<file path="src/rtl/sar_r2r_adc_if.sv">
// Signal bundle between the SAR controller and its R2R DAC / comparator front end.
// The slave modport is the controller; the master side drives enable and the comparator.
interface sar_r2r_adc_if #(
    parameter int unsigned WIDTH = 8
);
    logic             enable;
    logic             comp_in;
    logic [WIDTH-1:0] R2R_out;
    logic [WIDTH-1:0] sar_data;
    logic             data_valid;
    logic             busy;

    modport master (
        output enable,
        output comp_in,
        input  R2R_out,
        input  sar_data,
        input  data_valid,
        input  busy
    );

    modport slave (
        input  enable,
        input  comp_in,
        output R2R_out,
        output sar_data,
        output data_valid,
        output busy
    );
endinterface

</file>
<file path="src/rtl/sar_r2r_adc.sv">
// Successive-approximation controller for an external R2R DAC plus analog comparator.
// One conversion per sample tick while enabled; result published with a one-cycle strobe.
module sar_r2r_adc #(
    parameter int unsigned WIDTH         = 8,
    parameter int unsigned SETTLE_CYCLES = 1000,
    parameter int unsigned SYNC_STAGES   = 2,
    parameter int unsigned SAMPLE_PERIOD = 100_000
) (
    input logic          clk,
    input logic          reset,
    sar_r2r_adc_if.slave bus
);
    localparam int unsigned CNT_W = (SAMPLE_PERIOD > 1) ? $clog2(SAMPLE_PERIOD) : 1;
    localparam int unsigned SET_W = (SETTLE_CYCLES + SYNC_STAGES > 1) ?
                                    $clog2(SETTLE_CYCLES + SYNC_STAGES) : 1;
    localparam int unsigned IDX_W = (WIDTH > 1) ? $clog2(WIDTH) : 1;

    localparam logic [CNT_W-1:0] TICK_AT     = CNT_W'(SAMPLE_PERIOD - 1);
    localparam logic [SET_W-1:0] SETTLE_LAST = SET_W'(SETTLE_CYCLES + SYNC_STAGES - 1);
    localparam logic [IDX_W-1:0] MSB_IDX     = IDX_W'(WIDTH - 1);

    localparam logic [1:0] ST_IDLE   = 2'd0;
    localparam logic [1:0] ST_SETTLE = 2'd1;
    localparam logic [1:0] ST_DECIDE = 2'd2;
    localparam logic [1:0] ST_DONE   = 2'd3;

    logic [CNT_W-1:0]       cnt_q, cnt_d;
    logic [SYNC_STAGES-1:0] sync_q;
    logic [1:0]             state_q, state_d;
    logic [WIDTH-1:0]       trial_q, trial_d;
    logic [IDX_W-1:0]       idx_q, idx_d;
    logic [SET_W-1:0]       settle_q, settle_d;
    logic [WIDTH-1:0]       sar_q, sar_d;
    logic                   valid_q, valid_d;
    logic                   busy_q, busy_d;
    logic                   tick;
    logic                   comp_sync;

    assign tick      = (cnt_q == TICK_AT);
    assign cnt_d     = tick ? '0 : cnt_q + CNT_W'(1);
    assign comp_sync = sync_q[SYNC_STAGES-1];

    always_comb begin
        state_d  = state_q;
        trial_d  = trial_q;
        idx_d    = idx_q;
        settle_d = settle_q;
        sar_d    = sar_q;
        valid_d  = 1'b0;
        busy_d   = busy_q;
        case (state_q)
            ST_IDLE: begin
                busy_d = 1'b0;
                if (tick && bus.enable) begin
                    trial_d  = {1'b1, {(WIDTH-1){1'b0}}};
                    idx_d    = MSB_IDX;
                    settle_d = '0;
                    busy_d   = 1'b1;
                    state_d  = ST_SETTLE;
                end
            end
            ST_SETTLE: begin
                if (settle_q == SETTLE_LAST) begin
                    state_d = ST_DECIDE;
                end else begin
                    settle_d = settle_q + SET_W'(1);
                end
            end
            ST_DECIDE: begin
                // Comparator low means the trial overshot Vin: drop the bit under test.
                if (!comp_sync) begin
                    trial_d[idx_q] = 1'b0;
                end
                if (idx_q == '0) begin
                    state_d = ST_DONE;
                end else begin
                    trial_d[idx_q - IDX_W'(1)] = 1'b1;
                    idx_d    = idx_q - IDX_W'(1);
                    settle_d = '0;
                    state_d  = ST_SETTLE;
                end
            end
            ST_DONE: begin
                sar_d   = trial_q;
                valid_d = 1'b1;
                busy_d  = 1'b1;
                state_d = ST_IDLE;
            end
            default: state_d = ST_IDLE;
        endcase
    end

    always_ff @(posedge clk or posedge reset) begin
        if (reset) begin
            cnt_q    <= '0;
            sync_q   <= '0;
            state_q  <= ST_IDLE;
            trial_q  <= '0;
            idx_q    <= '0;
            settle_q <= '0;
            sar_q    <= '0;
            valid_q  <= 1'b0;
            busy_q   <= 1'b0;
        end else begin
            cnt_q    <= cnt_d;
            sync_q   <= {sync_q[SYNC_STAGES-2:0], bus.comp_in};
            state_q  <= state_d;
            trial_q  <= trial_d;
            idx_q    <= idx_d;
            settle_q <= settle_d;
            sar_q    <= sar_d;
            valid_q  <= valid_d;
            busy_q   <= busy_d;
        end
    end

    assign bus.R2R_out    = trial_q;
    assign bus.sar_data   = sar_q;
    assign bus.data_valid = valid_q;
    assign bus.busy       = busy_q;
endmodule

</file>
<file path="src/flat_wrapper.sv">
// flat-port wrapper written by rule: the top's interface ports become plain ports
module sar_r2r_adc_flat 
#(
    parameter int unsigned WIDTH         = 8,
    parameter int unsigned SETTLE_CYCLES = 1000,
    parameter int unsigned SYNC_STAGES   = 2,
    parameter int unsigned SAMPLE_PERIOD = 100_000
)
  (clk, reset, bus_enable, bus_comp_in, bus_R2R_out, bus_sar_data, bus_data_valid, bus_busy);
  sar_r2r_adc_if #(.WIDTH(WIDTH)) bus_i ();
  input logic clk;
  input logic reset;
  input wire logic [$bits(bus_i.enable)-1:0] bus_enable;
  input wire logic [$bits(bus_i.comp_in)-1:0] bus_comp_in;
  output wire logic [$bits(bus_i.R2R_out)-1:0] bus_R2R_out;
  output wire logic [$bits(bus_i.sar_data)-1:0] bus_sar_data;
  output wire logic [$bits(bus_i.data_valid)-1:0] bus_data_valid;
  output wire logic [$bits(bus_i.busy)-1:0] bus_busy;
  assign bus_i.enable = bus_enable;
  assign bus_i.comp_in = bus_comp_in;
  assign bus_R2R_out = bus_i.R2R_out;
  assign bus_sar_data = bus_i.sar_data;
  assign bus_data_valid = bus_i.data_valid;
  assign bus_busy = bus_i.busy;
  sar_r2r_adc #(.WIDTH(WIDTH), .SETTLE_CYCLES(SETTLE_CYCLES), .SYNC_STAGES(SYNC_STAGES), .SAMPLE_PERIOD(SAMPLE_PERIOD)) u_core (.clk(clk), .reset(reset), .bus(bus_i));
endmodule
</file>
<file path="config.mk">
export PLATFORM = sky130hd
export DESIGN_NAME = sar_r2r_adc_flat
export DESIGN_NICKNAME = d
export VERILOG_FILES = /design/src/rtl/sar_r2r_adc_if.sv /design/src/rtl/sar_r2r_adc.sv /design/src/flat_wrapper.sv
export SDC_FILE = /design/constraint.sdc
export NUM_CORES = 1
export LEC_CHECK = 0
export ABC_AREA = 1
export CORE_MARGIN = 2
export CORE_UTILIZATION = 55
export DETAILED_ROUTE_END_ITERATION = 12
export GPL_TIMING_DRIVEN = 0
export PLACE_DENSITY = 0.75
export SKIP_CTS_REPAIR_TIMING = 1
export SLEW_MARGIN = 20
export SYNTH_ARGS = -nofsm -noshare
export SYNTH_HDL_FRONTEND = slang
export SYNTH_SLANG_ARGS = --single-unit
export TNS_END_PERCENT = 30
</file>
<file path="constraint.sdc">
create_clock -name clk -period 2 [get_ports clk]
set_clock_uncertainty 0.15 [all_clocks]
set_input_delay 0.3 -clock clk [delete_from_list [all_inputs] [get_ports clk]]
set_output_delay 0.3 -clock clk [all_outputs]
set_load 0.02 [all_outputs]
</file>
==> out/qor.yml, run 1 <==
placed_area_um2: 3336
gp_congestion: 0.9044
relSlewSlack_pct: 61.57
drv_slew: 0
ys.flop_type: "dfrtp_1"
nNetsFinal: 427
portBuffers: 21
worstSkewPairLatency_ps: 310
worstHoldPathType: "in2async"
drc: 0
synth_edf_count: 0
dp_worst_setup_slack_ps: 212.5
grt_pass1_vias: 2359
path_cells: "clkdlybuf4s50_1"
postRouteAntennaNets: 0
design_area_um2: 3431
root_buffer: "clkbuf_8"
yosysTopAreaCell: "dfrtp_1"
crit_required_ps: 1550
cp_top_family: "buffers and inverters"
stdcell_count: 483
vias_per_cell: 5.294
core_um2: 5205
fin_crit_sh_pct: 91.63
ys_async_sr_fraction_pct: 100.0
synth_nets: 398
placed_cells: 475
fp.dieH_um: 78.08
clkTransAtPathRegs_ps: 100
cts_tree: "built"
avgRoutedWirePerCell_um: 12.82
antenna_cells: 0
start_kind: "register"
p_per_area_nw_per_um2: 504.2
fin_ws_ps: 167.5
p_leak_nw: 1.621
numClockSinks: 52
nFillCells: 444
cp_max_fo: 4
grt_max_degree: 35
htreeDepth: 2
grt_util_all_layers_pct: 22.45
cap_violations: 0
grt_pass1_wl_um: 10940
ys_seq_area_share_pct: 43.12
initialDrtViolationCount: 167
cp_num_buf_inv: 1
synth_area_leaders: "dfrtp_1, nand2_1, nand3_1"
synth_most_common_cell: "nand2_1"
synth_area_um2: 3018
min_period_ps: 1833
fmax_mhz: 545.7
area.growth.synth_to_final_pct: 13.68
crit_slowest_cell: "clkdlybuf4s50_1"
cts_buffer_depth: 2
row_count: 26
antenna_found_initial: 0
slowest_delay_ps: 640
crit_path_start: "u_core.bus.R2R_out[6]"
hpwl_um: 4500
worstSetupPathType: "reg2out"
ir_drop_mv: 0.4221
drt-total-wl_um: 6192
vias: 2557
synth_cells: 383
synth_top_area_share_pct: 43.12
synthTopCellsByCount: "nand2_1, dfrtp_1, inv_1"
dr.pass1.iters: 4
outcome: "finished, final reports clean"
syn_area_per_cell_um2: 7.880
synth_warnings: 0
dieArea_um2: 6096
worstMarginPinSlew_ps: 576.5
cts_buffers: 5
rsz0062_at_grt: "no"
tns_ps: 0
pin_count: 22
synth_cell_types: 34
synth-seq-cells: 52
critPathCaptureType: "output port"
fp.dieW_um: 78.08
setup_viol: 0
grt_overflow: 0
hold_viol_final: 0
timing.rr.start: "u_core.state_q[0]"
drive_gt1_share_pct: 10.17
cp.arrival_ps: 1380
start_util_pct: 57.98
cells by family after synthesis:
| kind of cell | after synthesis | share of synthesized area (%) |
|---|---|---|
| muxes | 8 | 2.985 |
| DFF | 52 | 43.12 |
| xor gates and xnor gates | 8 | 2.322 |
| buffers and inverters | 54 | 7.835 |
| adders and majority gates | 11 | 4.560 |
| and+or+nand+nor | 221 | 34.16 |
| AOI/OAI and AO/OA | 29 | 5.017 |
per-stage QoR:
step | hold WS (ps) | util (%) | power, W
floorplan | 181.2 | - | 0.001090
global placement | 186.0 | 63.70 | 0.001104
detailed placement | 187.1 | 64.09 | 0.001110
CTS | 162.9 | 65.91 | 0.001749
global route | 189.2 | 65.91 | 0.001797
finish | 152.5 | 65.91 | 0.001730
placed cells by master (no fill, tap or decap), types with 5 or more instances in the layout:
| cell type | netlist | final |
|---|---|---|
| ha_1 | 11 | 11 |
| o21ai_0 | 24 | 24 |
| clkbuf_8 | 0 | 5 |
| inv_1 | 46 | 45 |
| nor2_1 | 32 | 32 |
| nand4_1 | 7 | 7 |
| nand3_2 | 5 | 5 |
| clkdlybuf4s50_1 | 0 | 21 |
| dfrtp_1 | 52 | 52 |
| xor2_1 | 7 | 7 |
| nand3_1 | 36 | 36 |
| nor3_1 | 6 | 6 |
| mux2_2 | 8 | 8 |
| nand2_1 | 118 | 118 |
final timing paths:
path                       slack (ps)  cells after the start                 end
max                               170                      1      bus_R2R_out[6]
min                               150                      2  u_core.settle_q[9]
max reg2reg                       190                     10  u_core.settle_q[8]
min reg2reg                       210                      0    u_core.sync_q[1]
max in group asynchronous        1030                      3     u_core.idx_q[1]
min in group clk                  210                      0    u_core.sync_q[1]
flip-flops by register name (all words and copies together), names as in the netlist:
| signal | flops |
|---|---|
| u_core.bus.busy | 1 |
| u_core.cnt_q | 17 |
| u_core.bus.sar_data | 8 |
| u_core.bus.data_valid | 1 |
| u_core.sync_q | 2 |
| u_core.idx_q | 3 |
| u_core.state_q | 2 |
| u_core.settle_q | 10 |
| u_core.bus.R2R_out | 8 |
per-layer routing:
layer / wire, um / up-vias / global-route usage (%) / share of wire, %
met5: 0 / - / 0 / 0
met4: 78 / 0 / 7.018 / 1.3
met1: 2898 / 1210 / 30.42 / 47
met3: 246 / 7 / 4.023 / 4.0
li1: - / 1281 / - / -
met2: 2969 / 59 / 36.90 / 48
where the power goes:
| group | internal (W) | total (W) | switching, W |
|---|---|---|---|
| registers | 0.00105 | 0.00105 | 0.000000413 |
| clock network | 0.000258 | 0.000644 | 0.000385 |
| logic | 0.00000964 | 0.0000333 | 0.0000237 |
| total | 0.00132 | 0.00173 | 0.000409 |
layout make-up:
| class | count | area [um^2] | area share (%) |
|---|---|---|---|
| Tap cell | 70 | 87.58 | 2.553 |
| Clock inverter | 3 | 26.28 | 0.7659 |
| Buffer | 6 | 56.30 | 1.641 |
| Sequential cell | 52 | 1301 | 37.93 |
| Multi-Input combinational cell | 277 | 1480 | 43.14 |
| Clock buffer | 5 | 68.82 | 2.006 |
| Timing Repair Buffer | 22 | 230.2 | 6.710 |
| Inverter | 48 | 180.2 | 5.252 |
(Power assumes the default switching activity.)
==> inputs of run 2 (changes only) <==
- CORE_MARGIN: 2 -> 3
- GPL_ROUTABILITY_DRIVEN: default -> 0
==> run 2 against run 1 <==
Compared with the run above:
- core utilization increased by 1.2 points
- hold slack improved by 50 ps
- global-route usage decreased by 1.4 points
- wire length decreased by 0.58%
- sequential cell count unchanged
- via count decreased by 1.1%
- final cell count unchanged
- register-to-register slack improved by 20 ps
- design area increased by 1.9%
- sequential share of layout area decreased by 0.69 points
- clock power increased by 51%
- critical endpoint unchanged
- largest cell class unchanged
==> out/qor.yml, run 2 (synthesized netlist as in run 1, its figures left out) <==
row_count: 26  # unchanged
start_util_pct: 57.98  # unchanged
vias: 2530  # was 2,557
grt_overflow: 0  # unchanged
worstSkewPairLatency_ps: 300  # was 310 ps
layout_commonest_cell: "nand2_1"  # unchanged
crit_slowest_cell: "clkdlybuf4s50_1"  # unchanged
drc: 0  # unchanged
worstSetupPathType: "reg2out"  # unchanged
ir_drop_mv: 0.3926  # was 0.4221 mV
cts_buffers: 5  # unchanged
fp.dieW_um: 80.08  # was 78.08 um
portBuffers: 21  # unchanged
cap_violations: 0  # unchanged
numClockSinks: 52  # unchanged
nNetsFinal: 427  # unchanged
utilization_pct: 67.14  # was 65.91%
grt_max_degree: 30  # was 35
cts_tree: "built"  # unchanged
root_buffer: "clkbuf_8"  # unchanged
core_um2: 5205  # unchanged
reg.largest.list: "u_core.cnt_q x17, u_core.settle_q x10"  # unchanged
fp.dieH_um: 80.08  # was 78.08 um
setup_viol: 0  # unchanged
drive_gt1_share_pct: 10.17  # unchanged
grt_pass1_vias: 2389  # was 2,359
dieArea_um2: 6412  # was 6096 um^2
cp_num_buf_inv: 1  # unchanged
vias_per_cell: 5.238  # was 5.294
drt-total-wl_um: 6156  # was 6192 um
area.growth.synth_to_final_pct: 15.80  # was 13.68%
fin_crit_sh_pct: 91.49  # was 91.63%
clkTransAtPathRegs_ps: 90  # was 100 ps
postRouteAntennaNets: 0  # unchanged
fmax_mhz: 546.5  # was 545.7 MHz
slowest_delay_ps: 640  # about the same
cp_max_fo: 4  # unchanged
antenna_cells: 0  # unchanged
grt_util_all_layers_pct: 21.05  # was 22.45%
hpwl_um: 4491  # was 4500 um
cp_top_family: "buffers and inverters"  # unchanged
avgRoutedWirePerCell_um: 12.75  # was 12.82 um
path_cells: "clkdlybuf4s50_1"  # unchanged
worstHoldPathType: "in2async"  # unchanged
outcome: "finished, final reports clean"  # unchanged
drv_slew: 0  # unchanged
crit_required_ps: 1550  # about the same
p_per_area_nw_per_um2: 589.0  # was 504.2 nW/um^2
relSlewSlack_pct: 60.15  # was 61.57%
p_leak_nw: 1.650  # was 1.621 nW
top_register: "u_core.cnt_q"  # unchanged
start_kind: "register"  # unchanged
grt_pass1_wl_um: 10720  # was 10,940 um
antenna_found_initial: 0  # unchanged
mostFrequentLayoutCells: "nand2_1, dfrtp_1, inv_1, nand3_1, nor2_1"  # unchanged
rsz0062_at_grt: "no"  # unchanged
htreeDepth: 2  # unchanged
initialDrtViolationCount: 153  # was 167
min_period_ps: 1830  # was 1833 ps
cp.arrival_ps: 1380  # about the same
worstMarginPinSlew_ps: 597.7  # was 576.5 ps
cts_buffer_depth: 2  # unchanged
fin_ws_ps: 170.2  # was 167.5 ps
critPathCaptureType: "output port"  # unchanged
dr.pass1.iters: 4  # unchanged
dp_worst_setup_slack_ps: 201.7  # was 212.5 ps
largest_register_ffs: 17  # unchanged
hold_viol_final: 0  # unchanged
pin_count: 22  # unchanged
[run 2: worst paths after layout]
kind                                  startpoint                 end  slack (ps)  cells after the start
setup / recovery           u_core.bus.R2R_out[6]      bus_R2R_out[6]         170                      1
hold / removal                             reset    u_core.cnt_q[14]         200                      2
setup reg to reg               u_core.state_q[0]  u_core.settle_q[2]         210                     10
hold reg to reg                 u_core.sync_q[0]    u_core.sync_q[1]         210                      0
max in group asynchronous                  reset     u_core.idx_q[2]         960                      3
min in group clk                u_core.sync_q[0]    u_core.sync_q[1]         210                      0
[run 2: through the flow]
stage / cells / total power, W / hold slack (ps) / TNS (ps) / area, um^2
final: 483 / 0.002058 / 202.4 / 0 / 3495
after global routing: 483 / 0.002123 / 229.2 / 0 / 3495
after CTS: 483 / 0.002091 / 209.1 / 0 / 3495
after detailed placement: 475 / 0.001109 / 186.4 / 0 / 3336
after global placement: 474 / 0.001104 / 184.0 / -35120 / 3316
after floorplan: 383 / 0.001090 / 181.2 / 0 / 3018
[run 2: layout make-up]
class / count / area [um^2]
Multi-Input combinational cell: 277 / 1480
Clock buffer: 5 / 68.82
Buffer: 6 / 56.30
Tap cell: 70 / 87.58
Sequential cell: 52 / 1301
Clock inverter: 3 / 90.09
Fill cell: 437 / 1710
Timing Repair Buffer: 22 / 230.2
Inverter: 48 / 180.2
[run 2: per-layer routing]
layer	global-route usage [%]	share of wire [%]	wire (um)	vias up
met5	0	0	0	-
met4	5.912	1.2	76	0
met3	3.475	4.3	262	9
met2	34.52	48	2962	59
met1	28.81	46	2854	1181
li1	-	-	-	1281
[run 2: power by group]
part           internal, W  switching [W]  leakage [nW]   total, W
clock network     0.000625       0.000347        0.0784   0.000972
registers          0.00105    0.000000425         0.708    0.00105
logic           0.00000960      0.0000238         0.864  0.0000334
